### src/rtl/cnn_pkg.sv
// Shared definitions for the CNN single-layer datapath: FSM encoding, kernel size
// and the one-hot line-buffer selector helpers.
package cnn_pkg;

  localparam int         KSIZE        = 3;
  localparam logic [2:0] ONEHOT3_INIT = 3'b001;

  typedef enum logic [2:0] {
    S_IDLE   = 3'd0,
    S_FILL   = 3'd1,
    S_SWEEP  = 3'd2,
    S_REFILL = 3'd3,
    S_DONE   = 3'd4
  } state_e;

  function automatic logic [2:0] rotl3(input logic [2:0] v);
    return {v[1:0], v[2]};
  endfunction

  // Index counters never shrink below one bit, even for a single-window axis.
  function automatic int clog2_min1(input int n);
    return (n <= 1) ? 1 : $clog2(n);
  endfunction

endpackage

### src/rtl/conv_window_scheduler_onehot3_rotator.sv
// Three-bit one-hot selector for the line buffers: rotates left on en_i,
// synchronous load of 001 takes priority.
module onehot3_rotator
  import cnn_pkg::*;
(
  input  logic       clk,
  input  logic       rst_n,
  input  logic       load_i,
  input  logic       en_i,
  output logic [2:0] q_o
);

  logic [2:0] q_q;
  logic [2:0] q_d;

  always_comb begin
    q_d = q_q;
    if (load_i) begin
      q_d = ONEHOT3_INIT;
    end else if (en_i) begin
      q_d = rotl3(q_q);
    end
  end

  always_ff @(posedge clk or negedge rst_n) begin
    if (!rst_n) begin
      q_q <= ONEHOT3_INIT;
    end else begin
      q_q <= q_d;
    end
  end

  assign q_o = q_q;

endmodule

### src/rtl/conv_window_scheduler.sv
// Sequences the three line-buffer fills and the 3x3 window sweep toward the MAC,
// rotating the line buffer that holds the top window row after every refill.
module conv_window_scheduler
  import cnn_pkg::*;
#(
  parameter int IMG_W = 7,
  parameter int IMG_H = 7,
  parameter int K     = 3,
  localparam int OUT_W = IMG_W - K + 1,
  localparam int OUT_H = IMG_H - K + 1,
  localparam int CW    = clog2_min1(OUT_W),
  localparam int RW    = clog2_min1(OUT_H)
) (
  input  logic          clk,
  input  logic          rst_n,
  input  logic          start_i,
  input  logic          abort_i,
  input  logic          fill_ack_i,
  input  logic          out_ready_i,
  output logic          fill_req_o,
  output logic [2:0]    fill_sel_o,
  output logic [2:0]    row_sel_o,
  output logic [CW-1:0] col_idx_o,
  output logic [RW-1:0] row_idx_o,
  output logic          win_valid_o,
  output logic          win_last_o,
  output logic          rc_en_o,
  output logic          busy_o,
  output logic          done_o
);

  localparam logic [CW-1:0] COL_LAST = CW'(OUT_W - 1);
  localparam logic [RW-1:0] ROW_LAST = RW'(OUT_H - 1);

  generate
    if (K != KSIZE || IMG_W < KSIZE || IMG_H < KSIZE) begin : g_param_check
      $error("conv_window_scheduler: K must be 3 and the image at least 3x3");
    end
  endgenerate

  state_e        state_q, state_d;
  logic [CW-1:0] col_q, col_d;
  logic [RW-1:0] row_q, row_d;
  logic [1:0]    fill_cnt_q, fill_cnt_d;

  logic       rot_load;
  logic       fill_rot_en;
  logic       row_rot_en;
  logic [2:0] fill_sel_q;
  logic [2:0] row_sel_q;
  logic       col_at_end;
  logic       row_at_end;

  assign col_at_end = (col_q == COL_LAST);
  assign row_at_end = (row_q == ROW_LAST);

  onehot3_rotator u_fill_sel (
    .clk    (clk),
    .rst_n  (rst_n),
    .load_i (rot_load),
    .en_i   (fill_rot_en),
    .q_o    (fill_sel_q)
  );

  onehot3_rotator u_row_sel (
    .clk    (clk),
    .rst_n  (rst_n),
    .load_i (rot_load),
    .en_i   (row_rot_en),
    .q_o    (row_sel_q)
  );

  // Abort outranks everything, so selectors and counters fall back to their
  // reset values on the very next edge, whatever the current state.
  always_comb begin
    state_d     = state_q;
    col_d       = col_q;
    row_d       = row_q;
    fill_cnt_d  = fill_cnt_q;
    rot_load    = 1'b0;
    fill_rot_en = 1'b0;
    row_rot_en  = 1'b0;
    if (abort_i) begin
      state_d    = S_IDLE;
      col_d      = '0;
      row_d      = '0;
      fill_cnt_d = '0;
      rot_load   = 1'b1;
    end else begin
      case (state_q)
        S_IDLE: begin
          rot_load   = 1'b1;
          col_d      = '0;
          row_d      = '0;
          fill_cnt_d = '0;
          if (start_i) begin
            state_d = S_FILL;
          end
        end
        S_FILL: begin
          if (fill_ack_i) begin
            fill_rot_en = 1'b1;
            if (fill_cnt_q == 2'd2) begin
              fill_cnt_d = '0;
              state_d    = S_SWEEP;
            end else begin
              fill_cnt_d = fill_cnt_q + 2'd1;
            end
          end
        end
        S_SWEEP: begin
          if (out_ready_i) begin
            if (!col_at_end) begin
              col_d = col_q + CW'(1);
            end else if (row_at_end) begin
              state_d = S_DONE;
            end else begin
              col_d   = '0;
              state_d = S_REFILL;
            end
          end
        end
        // The buffer holding the oldest (top) row is the one overwritten.
        S_REFILL: begin
          if (fill_ack_i) begin
            row_rot_en = 1'b1;
            row_d      = row_q + RW'(1);
            state_d    = S_SWEEP;
          end
        end
        S_DONE: begin
          rot_load = 1'b1;
          col_d    = '0;
          row_d    = '0;
          state_d  = S_IDLE;
        end
        default: begin
          state_d = S_IDLE;
        end
      endcase
    end
  end

  always_ff @(posedge clk or negedge rst_n) begin
    if (!rst_n) begin
      state_q    <= S_IDLE;
      col_q      <= '0;
      row_q      <= '0;
      fill_cnt_q <= '0;
    end else begin
      state_q    <= state_d;
      col_q      <= col_d;
      row_q      <= row_d;
      fill_cnt_q <= fill_cnt_d;
    end
  end

  assign fill_req_o  = (state_q == S_FILL) || (state_q == S_REFILL);
  assign fill_sel_o  = (state_q == S_REFILL) ? row_sel_q : fill_sel_q;
  assign row_sel_o   = row_sel_q;
  assign col_idx_o   = col_q;
  assign row_idx_o   = row_q;
  assign win_valid_o = (state_q == S_SWEEP);
  assign win_last_o  = (state_q == S_SWEEP) && col_at_end && row_at_end;
  assign rc_en_o     = win_valid_o && out_ready_i;
  assign busy_o      = (state_q != S_IDLE);
  assign done_o      = (state_q == S_DONE);

endmodule

### config.mk
export PLATFORM = sky130hd
export DESIGN_NAME = conv_window_scheduler
export DESIGN_NICKNAME = d
export VERILOG_FILES = /design/src/rtl/cnn_pkg.sv /design/src/rtl/conv_window_scheduler_onehot3_rotator.sv /design/src/rtl/conv_window_scheduler.sv
export SDC_FILE = /design/constraint.sdc
export NUM_CORES = 1
export LEC_CHECK = 0
export ABC_CLOCK_PERIOD_IN_PS = 1550
export CAP_MARGIN = 20
export CORE_ASPECT_RATIO = 1.2
export CORE_MARGIN = 4
export CORE_UTILIZATION = 43
export DETAILED_ROUTE_END_ITERATION = 8
export MAX_ROUTING_LAYER = met4
export PLACE_DENSITY = 0.74
export SETUP_SLACK_MARGIN = 0.05
export SYNTH_ARGS = -nofsm -noshare
export SYNTH_HDL_FRONTEND = slang
export SYNTH_HIERARCHICAL = 1
export SYNTH_SLANG_ARGS = --single-unit
### constraint.sdc
create_clock -name clk -period 1.55 [get_ports clk]
set_clock_uncertainty 0.1 [all_clocks]
set_input_delay 0.2325 -clock clk [delete_from_list [all_inputs] [get_ports clk]]
set_output_delay 0.2325 -clock clk [all_outputs]
set_load 0.03 [all_outputs]
======== Word level (Yosys, flattened, before mapping) ========
Cells that the tools add are included.
storage, ports and cells
  register bits after elaboration ......... 17
  output and inout port bits .............. 18
  logic and storage cells ................. 72
operators by class
  add/subtract/negate cells ............... 3
  mux-type cells .......................... 33
  reductions and logical operators ........ 16
  equality and inequality tests ........... 14
operator list
  operator                                                                 number
  3-bit two-way mux                                                        19
  3-bit inequality test, second input constant                             5
  3-bit one-hot mux with 2 select lines                                    2
  3-bit one-hot mux with 4 select lines                                    1
  3-bit nonzero test                                                       4
  3-bit equality test, second input constant                               3
  1-bit two-way mux                                                        7
  3-bit by 1-bit adder with 3-bit output, second input constant            2
  3-bit by 2-bit equality test with 1-bit output, second input constant    2
  2-bit two-way mux                                                        3
  6-bit AND reduction                                                      1
  4-bit inequality test, second input constant                             1
  2-bit one-hot mux with 2 select lines                                    1
  2-bit AND reduction                                                      2
  2-bit nonzero test                                                       2
  3-bit by 1-bit equality test with 1-bit output, second input constant    1
  1-bit logical AND                                                        3
  3-bit zero test                                                          1
  3-bit by 2-bit inequality test with 1-bit output, second input constant  1
  3-bit AND reduction                                                      1
  2-bit by 1-bit adder with 2-bit output, second input constant            1
  2-bit equality test, second input constant                               1
  2-bit OR reduction                                                       1
  1-bit logical OR                                                         1

======== Longest topological paths before layout ========
  word-level depth ........................ 6
  depth in mapped cells ................... 5
  gate-level depth less buffers ........... 5

======== Hierarchy ========
Netlist, hierarchy kept.
by module, submodules not included
  module                 cells an instance  area each (um^2)  seq. area each (um^2)  times used
  conv_window_scheduler  83                 739.5             275.3                  1
  onehot3_rotator        9                  118.9             76.3                   2

======== Worst setup path after synthesis ========
OpenSTA, ideal clock, no wires.
  path kind ............................... register to output
  from .................................... register col_q[0], in the netlist col_idx_o[0]
  to ...................................... output port win_last_o
  data arrival time ....................... 1.442 ns
  stages on the path, launching flop included .. 5
  data required time ...................... 1.217 ns
  setup slack ............................. -0.225 ns
  cell sequence ........................... dfrtp_1 inv_1 ha_1 nand4_1 nor2_1
between the ends
  word-level cells in the longest chain between the ends .. 3
RTL lines
  element                         RTL line                      RTL
  from (decl)                     conv_window_scheduler.sv:42   logic [CW-1:0] col_q, col_d;
  from (signal assigned)          conv_window_scheduler.sv:152  col_q <= col_d;
  3-bit equality test             conv_window_scheduler.sv:54   assign col_at_end = (col_q == COL_LAST);
  1-bit logical AND (2 in a row)  conv_window_scheduler.sv:164  assign win_last_o = (state_q == S_SWEEP) && col_at_end && row_at_end;
  to (decl)                       conv_window_scheduler.sv:26   output logic win_last_o,
No other way between the ends.

======== Final worst setup path ========
  from .................................... register row_q[0], in the netlist row_idx_o[0]
  to ...................................... output port win_last_o
between the ends
  word-level cells in the longest chain between the ends .. 2
RTL lines
  element                 RTL line                      RTL
  from (decl)             conv_window_scheduler.sv:43   logic [RW-1:0] row_q, row_d;
  from (signal assigned)  conv_window_scheduler.sv:153  row_q <= row_d;
  3-bit equality test     conv_window_scheduler.sv:55   assign row_at_end = (row_q == ROW_LAST);
  1-bit logical AND       conv_window_scheduler.sv:164
No other way between the ends.

==> impl_metrics.tcl <==
set metrics [dict create \
    die_w_um 51.5 \
    worst-path-max-fanout 2 \
    area_growth_pct 81.4 \
    critPathMaxStageDelay_ns 0.42 \
    maxSlewHeadroom_pct 71.7 \
    core.rowCount 18 \
    setup_viol 23 \
    critPathBufInv 3 \
    wl_per_cell_um 17.8 \
    fill_cells 139 \
    final_core_util_pct 83.7 \
    dp_slack_ns -0.367 \
    syn-instance-count 101 \
    grt_pass1_vias 1130 \
    port_buffers 23 \
    drt-initial-drc-count 26 \
    synthAdderAreaFrac_pct 5.12 \
    final_cells 198 \
    diodes 0 \
    status "finished with violations" \
    antenna_found_initial 0 \
    h-tree-depth 1 \
    synth-simple-area-share_pct 23.0 \
    required_ns 1.22 \
    gp_congestion 0.862 \
    drv_cap 0 \
    synth_cell_type_count 39 \
    violations "negative setup slack" \
    end_kind "output pin" \
    hp-class "primary input to async pin" \
    cts_tree "done" \
    p_leak_uw 0.000808 \
    startpoint_type "flip-flop" \
    via_count 1091 \
    syn_area_um2 977 \
    synth_top_family_by_area "simple AND/OR/NAND/NOR gates" \
    syn_nets 111 \
    grt_max_degree 18 \
    synth.area.mux_share_pct 8.58 \
    drc 0 \
    multi_input_area_um2 689 \
    worstSkewPairLatency_ns 0.30 \
    cp_cell_sequence "inv_2 > ha_4 > nand4_1 > buf_4 > nor2_2 > buf_6" \
    fin_crit_sh_pct 123 \
    stdcell_area_um2 1770 \
    max-vdd-ir-drop_mv 0.644 \
    yosys-top-cells-area "dfrtp_1, dfstp_2, ha_1" \
    start_util_pct 46.2 \
    worst_pin_slew_ns 0.423 \
    cts_buffers 3 \
    grt_use_total_pct 24.7 \
    synth-compound-area-share_pct 14.5 \
    overflow 0 \
    final_cell_mix "buf_4, buf_6, dfrtp_1" \
    cts.clk_slew.worst_paths_ns 0.10 \
    vias_per_cell 5.51 \
    crit_slowest_cell "dfrtp_2" \
    worst_slack_ns -0.358 \
    hpwl_um 2070 \
    yosysWarnings 6 \
    synth_xor_xnor_area_share_pct 0.896 \
    cts_max_path_buffers 2 \
    critPathTopFamily "buffers and inverters" \
    period_minus_slack_ns 1.91 \
    dpl_cell_area_um2 1480 \
    yosysTopAreaCellShare_pct 38.4 \
    core_um2 2120 \
    clock-root-buffer "clkbuf_4" \
    fmax_mhz 524 \
    clock-sinks 17 \
    die_area_um2 3100 \
    grt_pass1_wl_um 5420 \
    syn_area_per_cell_um2 9.68 \
    dp.cells 180 \
    final_max_slew_viol_count 0 \
    hold_buffers 0 \
    die_h_um 60.2 \
    routed_wl_um 3520 \
    yosysSeqAreaShare_pct 43.8 \
    seqCellArea_um2 433 \
    yosysTopAreaCell "dfrtp_1" \
    finalNetCount 179 \
    cp.arrival_ns 1.58 \
    path_class "flip-flop to output pin" \
    rsz0062_at_grt "true" \
    mostFrequentLayoutCell "buf_4" \
    first_pass_iters 4 \
    final_hold_viol_count 0 \
    powerDensity_nw_per_um2 482 \
    postRouteAntennaNets 0 \
    ys_seq_elements 17 \
    num_io_pins 24 \
    drive_gt1_share_pct 63.1 \
]
==> through the flow <==
stage	total power [uW]	setup TNS [ns]	hold slack (ns)
after floorplan	512	-0.0471	-0.163
after global placement	574	-1.80	0.415
after detailed placement	577	-2.43	0.431
after CTS	842	-3.53	0.156
after global routing	893	-5.74	0.158
final	854	-4.24	0.150
==> cell type report <==
class,instances,share of cell area [%]
Clock inverter,1,0.282
Clock buffer,3,1.27
Sequential cell,17,24.4
Inverter,7,1.48
Tap cell,30,2.12
Multi-Input combinational cell,74,38.9
Timing Repair Buffer,66,31.5
==> cell usage after synthesis (all sizes together) <==
master   n
clkbuf   1
or4      1
o31ai    1
and3b    1
and4bb   1
o311ai   1
mux2     3
or3      3
a21oi    3
buf      2
nand4    2
ha       4
a311o    1
mux2i    5
and2b    1
xnor2    1
nor3     1
a211o    3
a211oi   1
nor2    13
nor2b    4
dfrtp   15
nor3b    1
dfstp    2
o21a     1
o21bai   1
o32ai    1
a21boi   1
nand3    3
inv      7
and3     1
nand2b   1
nand4b   1
nand2    6
or2      1
a41oi    1
o21ai    4
a31oi    1
==> timing repair <==
action / in CTS / in global routing
hold endpoints to repair: 0 / 0
pin swaps: 18 / 9
gates resized for setup: 61 / 29
endpoints found under the setup margin: 29 / 33
setup buffers: 11 / 6
==> report_power, final <==
part | switching [uW] | internal, uW | total (uW)
Clock | 153 | 96.3 | 249
Combinational | 79.5 | 73.2 | 153
Sequential | 3.99 | 448 | 452
Total | 236 | 618 | 854
==> per-layer routing <==
metal	GRT usage [%]	vias to the layer above	routed length [um]
met3	4.49	14	193
li1	-	495	-
met2	42.9	50	1850
met1	27.6	532	1360
met5	-	-	0
met4	10.9	0	118
==> kinds of logic (layout without fill, tap and decap cells) <==
group,Yosys count,in the layout
adders and majority gates,4,4
buffers and inverters,10,77
AOI/OAI and AO/OA,20,20
DFF,17,17
muxes,8,8
xor gates and xnor gates,1,1
and+or+nand+nor,41,41
==> worst reg2reg max path, cell delays in order (launching register included) <==
cell,delay (ns)
dfrtp_1,0.39
buf_4,0.14
buf_6,0.11
buf_6,0.12
nand4b_1,0.27
nor2_1,0.16
buf_4,0.15
nor2b_1,0.05
a211o_1,0.23
==> sequential cells by signal, indices dropped and copies added (netlist names) <==
register        cells
col_idx_o           3
row_idx_o           3
state_q             3
u_fill_sel/q_o      3
u_row_sel/q_o       3
fill_cnt_q          2
==> final timing paths <==
kind | slack [ns] | cells past startpoint | startpoint | end
worst min register to register | 0.47 | 1 | u_fill_sel/q_o[2]$_DFFE_PN0P_ | u_fill_sel/q_o[0]$_DFFE_PN1P_
worst min-delay path | 0.15 | 2 | rst_n | col_idx_o[2]$_DFFE_PN0P_
max in group asynchronous | 0.94 | 2 | rst_n | u_row_sel/q_o[0]$_DFFE_PN1P_
worst max-delay path | -0.36 | 6 | row_idx_o[0]$_DFFE_PN0P_ | win_last_o
worst max register to register | -0.21 | 8 | state_q[2]$_DFFE_PN0P_ | u_row_sel/q_o[0]$_DFFE_PN1P_
min in group clk | 0.47 | 1 | u_fill_sel/q_o[2]$_DFFE_PN0P_ | u_fill_sel/q_o[0]$_DFFE_PN1P_
Note: power is estimated with default switching activity, not from simulation.
